### config.mk
export PLATFORM = sky130hd
export DESIGN_NAME = riscv_if_fetch
export DESIGN_NICKNAME = d
export VERILOG_FILES = /design/src/rtl/riscv_if_fetch.sv
export SDC_FILE = /design/constraint.sdc
export NUM_CORES = 1
export LEC_CHECK = 0
export ABC_CLOCK_PERIOD_IN_PS = 4190
export CAP_MARGIN = 25
export CORE_ASPECT_RATIO = 1.5
export CORE_UTILIZATION = 56
export CTS_CLUSTER_SIZE = 10
export DETAILED_ROUTE_END_ITERATION = 16
export PLACE_DENSITY_LB_ADDON = 0.12
export SLEW_MARGIN = 20
export SYNTH_ARGS = -nofsm -noshare
export SYNTH_HDL_FRONTEND = slang
export SYNTH_SLANG_ARGS = --single-unit
### constraint.sdc
create_clock -name clk_i -period 4.19 [get_ports clk_i]
set_clock_uncertainty 0.05 [all_clocks]
set_input_delay 0.838 -clock clk_i [delete_from_list [all_inputs] [get_ports clk_i]]
set_output_delay 0.838 -clock clk_i [all_outputs]
set_load 0.02 [all_outputs]
### src/rtl/riscv_if_fetch.sv
// Instruction fetch stage: issues in-order word fetches, buffers returned parcels in a small
// queue and presents one registered instruction per cycle to pre-decode.
module riscv_if_fetch #(
  parameter int unsigned     XLEN        = 32,
  parameter logic [XLEN-1:0] PC_INIT     = 'h200,
  parameter int unsigned     QUEUE_DEPTH = 4
) (
  input  logic            clk_i,
  input  logic            rst_ni,
  output logic            imem_req_o,
  output logic [XLEN-1:0] imem_adr_o,
  input  logic            imem_gnt_i,
  input  logic            imem_ack_i,
  input  logic [31:0]     imem_parcel_i,
  input  logic            imem_err_i,
  input  logic            pd_stall_i,
  input  logic            st_flush_i,
  input  logic [XLEN-1:0] st_nxt_pc_i,
  input  logic            bu_flush_i,
  input  logic [XLEN-1:0] bu_nxt_pc_i,
  input  logic            pd_latch_nxt_pc_i,
  input  logic [XLEN-1:0] pd_nxt_pc_i,
  output logic [XLEN-1:0] if_pc_o,
  output logic [31:0]     if_insn_o,
  output logic            if_bubble_o,
  output logic            if_misaligned_o,
  output logic            if_access_fault_o
);

  localparam int unsigned     PW      = $clog2(QUEUE_DEPTH);
  localparam int unsigned     CW      = PW + 1;
  localparam int unsigned     SW      = CW + 2;
  localparam logic [31:0]     Nop     = 32'h0000_0013;
  localparam logic [XLEN-1:0] PcReset = {PC_INIT[XLEN-1:2], 2'b00};

  logic [XLEN-1:0] fetch_pc_q, fetch_pc_d, resp_pc_q, resp_pc_d;
  logic [CW-1:0]   inflight_q, inflight_d, discard_q, discard_d, count_q, count_d;
  logic [PW-1:0]   wr_ptr_q, wr_ptr_d, rd_ptr_q, rd_ptr_d;
  logic            halted_q, halted_d, run_q;

  logic [XLEN-1:0]        q_pc_q   [QUEUE_DEPTH];
  logic [31:0]            q_insn_q [QUEUE_DEPTH];
  logic [QUEUE_DEPTH-1:0] q_err_q, q_mis_q;

  logic            redir, redir_mis, issue, ack_ok, ack_drop, push, pop;
  logic [XLEN-1:0] redir_pc;
  logic [SW-1:0]   occupancy;

  assign redir = st_flush_i | bu_flush_i | pd_latch_nxt_pc_i;

  always_comb begin
    redir_pc = pd_nxt_pc_i;
    if (st_flush_i) begin
      redir_pc = st_nxt_pc_i;
    end else if (bu_flush_i) begin
      redir_pc = bu_nxt_pc_i;
    end
  end

  assign redir_mis = redir_pc[1:0] != 2'b00;

  // Queued entries plus everything still owed by memory must fit in the queue.
  assign occupancy  = SW'(count_q) + SW'(inflight_q) + SW'(discard_q);
  assign imem_req_o = run_q & ~halted_q & (occupancy < SW'(QUEUE_DEPTH));
  assign imem_adr_o = fetch_pc_q;
  assign issue      = imem_req_o & imem_gnt_i;

  // Stale responses (older than the last redirect) always arrive before fresh ones.
  assign ack_drop = imem_ack_i & (discard_q != '0);
  assign ack_ok   = imem_ack_i & (discard_q == '0) & (inflight_q != '0);
  assign push     = ack_ok & ~redir;
  assign pop      = ~redir & ~pd_stall_i & (count_q != '0);

  always_comb begin
    fetch_pc_d = fetch_pc_q;
    resp_pc_d  = resp_pc_q;
    inflight_d = inflight_q;
    discard_d  = discard_q;
    halted_d   = halted_q;
    wr_ptr_d   = wr_ptr_q;
    rd_ptr_d   = rd_ptr_q;
    count_d    = count_q;
    if (redir) begin
      fetch_pc_d = redir_pc;
      resp_pc_d  = redir_pc;
      inflight_d = '0;
      discard_d  = discard_q + inflight_q + CW'(issue) - CW'(ack_drop | ack_ok);
      halted_d   = redir_mis;
      rd_ptr_d   = '0;
      wr_ptr_d   = PW'(redir_mis);
      count_d    = CW'(redir_mis);
    end else begin
      if (issue) fetch_pc_d = fetch_pc_q + XLEN'(4);
      if (push)  resp_pc_d  = resp_pc_q + XLEN'(4);
      if (push)  wr_ptr_d   = wr_ptr_q + PW'(1);
      if (pop)   rd_ptr_d   = rd_ptr_q + PW'(1);
      inflight_d = inflight_q + CW'(issue) - CW'(ack_ok);
      discard_d  = discard_q - CW'(ack_drop);
      halted_d   = halted_q | (push & imem_err_i);
      count_d    = count_q + CW'(push) - CW'(pop);
    end
  end

  always_ff @(posedge clk_i or negedge rst_ni) begin
    if (!rst_ni) begin
      run_q             <= 1'b0;
      fetch_pc_q        <= PcReset;
      resp_pc_q         <= PcReset;
      inflight_q        <= '0;
      discard_q         <= '0;
      count_q           <= '0;
      wr_ptr_q          <= '0;
      rd_ptr_q          <= '0;
      halted_q          <= 1'b0;
      q_err_q           <= '0;
      q_mis_q           <= '0;
      for (int i = 0; i < QUEUE_DEPTH; i++) begin
        q_pc_q[i]   <= '0;
        q_insn_q[i] <= Nop;
      end
      if_pc_o           <= PcReset;
      if_insn_o         <= Nop;
      if_bubble_o       <= 1'b1;
      if_misaligned_o   <= 1'b0;
      if_access_fault_o <= 1'b0;
    end else begin
      run_q      <= 1'b1;
      fetch_pc_q <= fetch_pc_d;
      resp_pc_q  <= resp_pc_d;
      inflight_q <= inflight_d;
      discard_q  <= discard_d;
      count_q    <= count_d;
      wr_ptr_q   <= wr_ptr_d;
      rd_ptr_q   <= rd_ptr_d;
      halted_q   <= halted_d;

      // A misaligned redirect leaves exactly one exception entry in slot 0.
      if (redir && redir_mis) begin
        q_pc_q[0]   <= redir_pc;
        q_insn_q[0] <= Nop;
        q_err_q[0]  <= 1'b0;
        q_mis_q[0]  <= 1'b1;
      end else if (push) begin
        q_pc_q[wr_ptr_q]   <= resp_pc_q;
        q_insn_q[wr_ptr_q] <= imem_parcel_i;
        q_err_q[wr_ptr_q]  <= imem_err_i;
        q_mis_q[wr_ptr_q]  <= 1'b0;
      end

      if (redir) begin
        if_bubble_o       <= 1'b1;
        if_misaligned_o   <= 1'b0;
        if_access_fault_o <= 1'b0;
      end else if (!pd_stall_i) begin
        if (pop) begin
          if_pc_o           <= q_pc_q[rd_ptr_q];
          if_insn_o         <= q_insn_q[rd_ptr_q];
          if_bubble_o       <= 1'b0;
          if_misaligned_o   <= q_mis_q[rd_ptr_q];
          if_access_fault_o <= q_err_q[rd_ptr_q];
        end else begin
          if_bubble_o       <= 1'b1;
          if_misaligned_o   <= 1'b0;
          if_access_fault_o <= 1'b0;
        end
      end
    end
  end

  always_ff @(posedge clk_i) begin
    if (rst_ni) begin
      assert (!(imem_ack_i && (inflight_q == '0) && (discard_q == '0)));
    end
  end

endmodule

Word level (Yosys, flattened, before mapping)
Cells that the tools add are included.
{"block": "op_classes", "addsub": 14, "n_lt_le_gt_ge": 7, "eq_ne": 1, "muxes": 48, "n_bitwise": 22, "reduce_logical": 14}
{"op": "$mux W32", "n": 13}
{"op": "$bwmux W128", "n": 2}
{"op": "$mux W128", "n": 2}
{"op": "$bmux W32 S2", "n": 2}
{"op": "$add A32 B3 Y32 const B", "n": 2}
{"op": "$demux W32 S2", "n": 1}
{"op": "$mux W1", "n": 17}
{"op": "$sub A3 B1 Y3", "n": 4}
{"op": "$and A1 B1 Y1", "n": 10}
{"op": "$reduce_bool A2 Y1", "n": 5}
{"op": "$add A3 B1 Y3", "n": 3}
{"op": "$mux W3", "n": 3}
{"op": "$reduce_bool A3 Y1", "n": 3}
{"op": "$mux W2", "n": 4}
{"op": "$ge A3 B3 Y1 const B", "n": 2}
{"op": "$lt A2 B3 Y1 const B", "n": 2}
{"op": "$not A2 Y3", "n": 2}
{"op": "$add A4 B3 Y5", "n": 1}
{"op": "$lt A5 B3 Y1 const B", "n": 1}
{"op": "$add A2 B1 Y2 const B", "n": 2}
{"op": "$add A3 B3 Y4", "n": 1}
{"op": "$and A4 B4 Y4", "n": 1}
{"op": "$bmux W1 S2", "n": 2}
{"op": "$bwmux W4", "n": 1}
{"op": "12 further kinds", "n": 20}
{"block": "word_totals", "regBits": 410, "inputBits": 137, "out_inout_bits": 100, "word_cells": 132}

Longest topological paths before layout
{"block": "depth", "depth_word": 8, "mapped_depth": 17, "depth_no_buf": 16}

Least setup slack after synthesis
Ideal clock, no wire load.
{"block": "synth_timing", "kind": "reg-to-reg", "startpoint": "register inflight_q[2]", "endpoint": "register discard_q[2]", "setup_time_ns": 0.134, "arrival_time_ns": 3.732, "t_required_ns": 4.006, "setup_slack_ns": 0.274, "stages_incl_launch_ff": 16, "n_path_buf": 1, "synth_period_minus_slack_ns": 3.916, "cell_sequence": "dfrtp_1 > inv_1 > fa_1 > inv_1 > ha_1 > or3b_2 > nor2_1 > clkbuf_1 > nor2_1 > nand2_1 > inv_1 > fa_1 > fa_1 > xor2_1 > xnor2_1 > o21ai_0"}
{"block": "synth_via", "elab_chain_cells": 8, "elab_cells_between_ends": 12, "classes_between": "add/sub: 5; order compare: 1; mux: 1; bitwise: 4; reduce/logical: 1"}
{"item": "start: declaration", "line": "37", "rtl": "logic [CW-1:0] inflight_q, inflight_d, discard_q, discard_d, count_q, count_d;"}
{"item": "start signal: assignment", "line": "130", "rtl": "inflight_q <= inflight_d;"}
{"item": "$add A3 B3 Y4", "line": "63", "rtl": "assign occupancy = SW'(count_q) + SW'(inflight_q) + SW'(discard_q);"}
{"item": "$add A4 B3 Y5", "line": "63"}
{"item": "$lt A5 B3 Y1", "line": "64", "rtl": "assign imem_req_o = run_q & ~halted_q & (occupancy < SW'(QUEUE_DEPTH));"}
{"item": "$and A1 B1 Y1", "line": "64"}
{"item": "net imem_req_o", "line": "10", "rtl": "output logic imem_req_o,"}
{"item": "$and A1 B1 Y1", "line": "66", "rtl": "assign issue = imem_req_o & imem_gnt_i;"}
{"item": "$add A3 B1 Y3", "line": "87", "rtl": "discard_d = discard_q + inflight_q + CW'(issue) - CW'(ack_drop | ack_ok);"}
{"item": "$sub A3 B1 Y3", "line": "87"}
{"item": "$mux W3", "line": "83", "rtl": "if (redir) begin"}
{"item": "net discard_d[2]", "line": "37"}
{"item": "end signal: assignment", "line": "131", "rtl": "discard_q <= discard_d;"}
{"item": "end: declaration", "line": "37"}
The timed path passes the listed nets, and every way through them passes these cells.
A chain may end at the register's enable or synchronous reset.

Worst setup path after layout
{"block": "layout_timing", "startpoint": "register inflight_q[2]", "endpoint": "output port imem_req_o"}
{"block": "layout_via", "elab_chain_cells": 4}
{"item": "$add A3 B3 Y4", "line": "63"}
{"item": "$add A4 B3 Y5", "line": "63"}
{"item": "$lt A5 B3 Y1", "line": "64"}
{"item": "$and A1 B1 Y1", "line": "64"}
{"item": "end: declaration", "line": "10"}
No other way between the ends.

==> summary.txt <==
Logic synthesis
  • Mapped Nets: 1,666
  • Top cell type by total area after synthesis: dfrtp_1
  • Complex-gate fraction of the synthesized area: about 5.9%
  • Largest family of logic cells by synthesized area: multiplexers
  • Post-synth ARST share: 100.0%
  • Synth cell types: 57
  • Post-Synth Adder-Cell Area: under 10%
  • Top-area cell type share of the netlist area: approximately half
  • Post-synthesis cell count: around 1,500
  • Mean Syn Cell Area: ~13 µm²
  • Mux contribution to synthesized area: about a quarter
  • Simple-Gate Fraction of Synth Area: 9.289%
  • Ys flop type: dfrtp_1
  • Synth top area cells: dfrtp_1 (51%), mux2_2 (15%), mux4_2 (7.7%)
  • Register bit total from synthesis: 408
  • YS warnings: 0
  • Mapped Area: 19,210 µm²
  • XOR/XNOR Fraction of Synth Area: roughly 2.2%
  • Post-synthesis sequential area ratio: between 50 and 60%
  • Post-synth EDFFs: 0

Timing
  • Ratio of final minimum period to clock period: roughly nine tenths
  • Final Slew Violations: 0
  • Period minus WS final: roughly 3700 ps
  • Setup Total Neg Slack: 0 ps
  • Max Clk Rate: between 200 and 300 MHz
  • Worst slew margin: 30.80%
  • Worst Max-Slew Pin Slew: between 1000 and 1500 ps
  • Count of final setup violators: 0
  • Final Hold Fails: 0
  • Setup repair after global routing missed its margin: no

Setup path
  • CP Capture Type: output port
  • Crit Path Max Fanout: 5
  • Crit start category: flip-flop
  • Critical Path AT: around 2900 ps
  • Worst Reg-to-Reg Cells: 14
  • CP required: 3300 ps
  • Crit Path Category: reg2out

Clocking
  • Clock Pin Slew Worst Setup and Hold Paths: 60 ps
  • # hold bufs at CTS: 0
  • TritonCTS buffer count: 46
  • Worst skew pair latency: ~550 ps
  • CTS Root Cell: clkbuf_16
  • CTS tree: yes
  • Max clock buf depth: 3
  • H-tree levels: 2
  • Sink Count: 408

Floorplan
  • I/O pin total: between 200 and 250
  • Height of the die: around 230 µm
  • Initial Util: between 50% and 60%
  • Num rows: between 80 and 90
  • Core Box Area: 33,550 µm²
  • Die area: about 35,000 µm²
  • Die width: around 150 µm

Job
  • Total of max-cap violations: 0

Placement
  • Port bufs: around 240
  • DP HPWL: around 30 mm
  • Routability cong.: roughly 0.84

Route
  • WL/cell: between 20 and 25 µm
  • Vias: between 10,000 and 15,000
  • Initial DRC count: 662
  • Drt via density: between 5 and 6
  • WL final: 46.18 mm
  • Antenna Nets Post-Route: 0
  • 1st-pass router iterations: 5
  • DRC: 0

Power
  • Leak: about 11 nW
  • Flop pwr share: roughly 46%
  • Power Internal: between 7 and 8 mW
  • Sw frac: a little over a quarter
  • Pwr Density: 407.7 nW/µm²
  • Combinational power share: ~15%
  • Power Total: roughly 9.5 mW
  • Worst IR drop on VDD: ~260 µV
  • Switching power: 2.491 mW
  • Clock Power Share: between 30% and 40%

Global route
  • Met2 GRT Util: a little under half
  • Gr usage total: between 20% and 30%
  • Vias in the first global route: 13,550
  • Initial antenna violation count: 0
  • Grt ovf: 0
  • Largest net degree at the start of global routing: around 110
  • Gr busiest metal: met2
  • Global-route wire length before repair: approximately 75 mm
  • Met3 GRT Util: under 10%
  • Met1 Use GR: a little over a third

Finish
  • Area Growth Syn to Fin: 21.78%
  • Final Net Count: between 1,500 and 2,000
  • Antenna Cells: 0
  • Share of cells above drive strength 1: between 20% and 30%

Hold path
  • Hold Path Class: in2async

Run status
  • Status: finished clean
[cell usage after synthesis (2+ instances only)]
cell type / instances
a21oi_1: 42
xor2_1: 25
clkbuf_1: 50
o31ai_1: 7
dfstp_2: 19
or2_2: 2
o21bai_1: 2
nor2_1: 73
a221o_1: 29
a21o_1: 4
and2_1: 28
inv_1: 29
nor4_1: 11
nand3b_1: 2
fa_1: 7
nor2b_1: 4
mux4_2: 66
mux2i_1: 37
a32o_1: 2
and3_1: 7
ha_1: 17
xnor2_1: 23
or4_1: 10
buf_2: 29
or3_1: 10
nand3_1: 52
o21ai_0: 32
nand2_1: 114
a21boi_0: 22
nand2b_1: 2
a31oi_1: 18
and4_1: 2
o31a_1: 2
nor3_1: 16
mux2_2: 254
dfrtp_1: 389
or4b_1: 2
buf_4: 2
nand4_1: 20
buf_1: 26
[final cells by class]
class	count	area, µm²
clock buffer	78	1335
fill	2411	10160
inverter	29	108.9
multi-input combinational	959	8472
sequential	408	10240
tap	420	525.5
timing repair buffer	269	2708
[worst paths after layout]
check                                   startpoint                        to  slack, ps
max                        inflight_q[2]$_DFF_PN0_                imem_req_o        450
max in group asynchronous                   rst_ni   rd_ptr_q[0]$_DFFE_PN0P_       2610
min                                         rst_ni  if_insn_o[5]$_DFFE_PN0P_        280
min reg2reg                 q_pc_q[94]$_DFFE_PN0P_    q_pc_q[94]$_DFFE_PN0P_        440
max reg2reg                inflight_q[2]$_DFF_PN0_    discard_q[2]$_DFF_PN0_        490
min in group clk_i          q_pc_q[94]$_DFFE_PN0P_    q_pc_q[94]$_DFFE_PN0P_        440
[layer usage]
| metal | vias up | wire (µm) |
|---|---|---|
| li1 | 5855 | - |
| met1 | 6695 | 19410 |
| met2 | 343 | 23620 |
| met3 | 71 | 2057 |
| met4 | 0 | 1096 |
| met5 | - | 0 |
[power by group through the flow]
stage | clock network [mW] | registers, mW | logic, mW
6_report | 3.66 | 4.43 | 1.45
5_1_grt | 3.87 | 4.46 | 1.57
4_1_cts | 3.73 | 4.43 | 1.47
3_5_place_dp | 0 | 4.49 | 1.46
3_3_place_gp | 0 | 4.48 | 1.44
2_1_floorplan | 0 | 4.57 | 0.620
[metrics by stage]
step | area (µm²) | cells | utilization (%) | setup slack [ps] | hold WS (ps)
floorplan | 19210 | 1505 | - | 273.6 | 394.5
global placement | 22030 | 2084 | 65.67 | 556.1 | 406.5
detailed placement | 22050 | 2085 | 65.73 | 498.9 | 419.7
CTS | 23390 | 2163 | 69.71 | 86.88 | 335.0
global route | 23390 | 2163 | 69.72 | 245.1 | 354.5
finish | 23390 | 2163 | 69.72 | 451.6 | 284.1
[placed cells by master, fill, tap and decap left out, types with 11 or more instances in the layout]
cell type / instances
a21boi_0: 22
a21oi_1: 42
a221o_1: 29
a31oi_1: 18
and2_1: 28
buf_4: 25
clkbuf_1: 29
clkbuf_16: 49
clkdlybuf4s50_1: 232
dfrtp_1: 387
dfstp_2: 19
ha_1: 17
inv_1: 29
mux2_2: 254
mux2i_1: 37
mux4_2: 66
nand2_1: 114
nand3_1: 48
nand4_1: 20
nor2_1: 71
nor3_1: 14
nor4_1: 11
o21ai_0: 32
xnor2_1: 23
xor2_1: 25
[state kept, by name, indices dropped and copies added, names as in the netlist]
| register | cells |
|---|---|
| q_mis_q | 4 |
| inflight_q | 3 |
| halted_q | 1 |
| rd_ptr_q | 2 |
| imem_adr_o | 31 |
| if_pc_o | 32 |
| if_bubble_o | 1 |
| discard_q | 3 |
| if_access_fault_o | 1 |
| q_err_q | 4 |
| wr_ptr_q | 2 |
| run_q | 1 |
| if_insn_o | 32 |
| q_insn_q | 128 |
| count_q | 3 |
| q_pc_q | 128 |
| resp_pc_q | 31 |
| if_misaligned_o | 1 |
[worst max-delay path: stages, from the launching register on]
cell	delay (ps)
dfrtp_1	430
inv_1	100
fa_1	550
inv_1	70
ha_1	270
or3b_2	440
nor2_1	150
nor2_1	70
dlymetal6s2s_1	220
[what timing repair did]
item	in CTS	in global routing
setup endpoints to repair	0	1
gates resized for setup	0	1
buffers inserted	0	0
[logic make-up (layout without fill, tap and decap cells)]
family | count (synthesis) | after routing
AOI/OAI and AO/OA | 166 | 166
other | 1 | 1
buffers and inverters | 138 | 376
adders and majority gates | 24 | 24
muxes | 357 | 357
DFF | 408 | 408
xor gates and xnor gates | 48 | 48
and+or+nand+nor | 363 | 363
No activity file was read; power rests on OpenSTA's default activity.
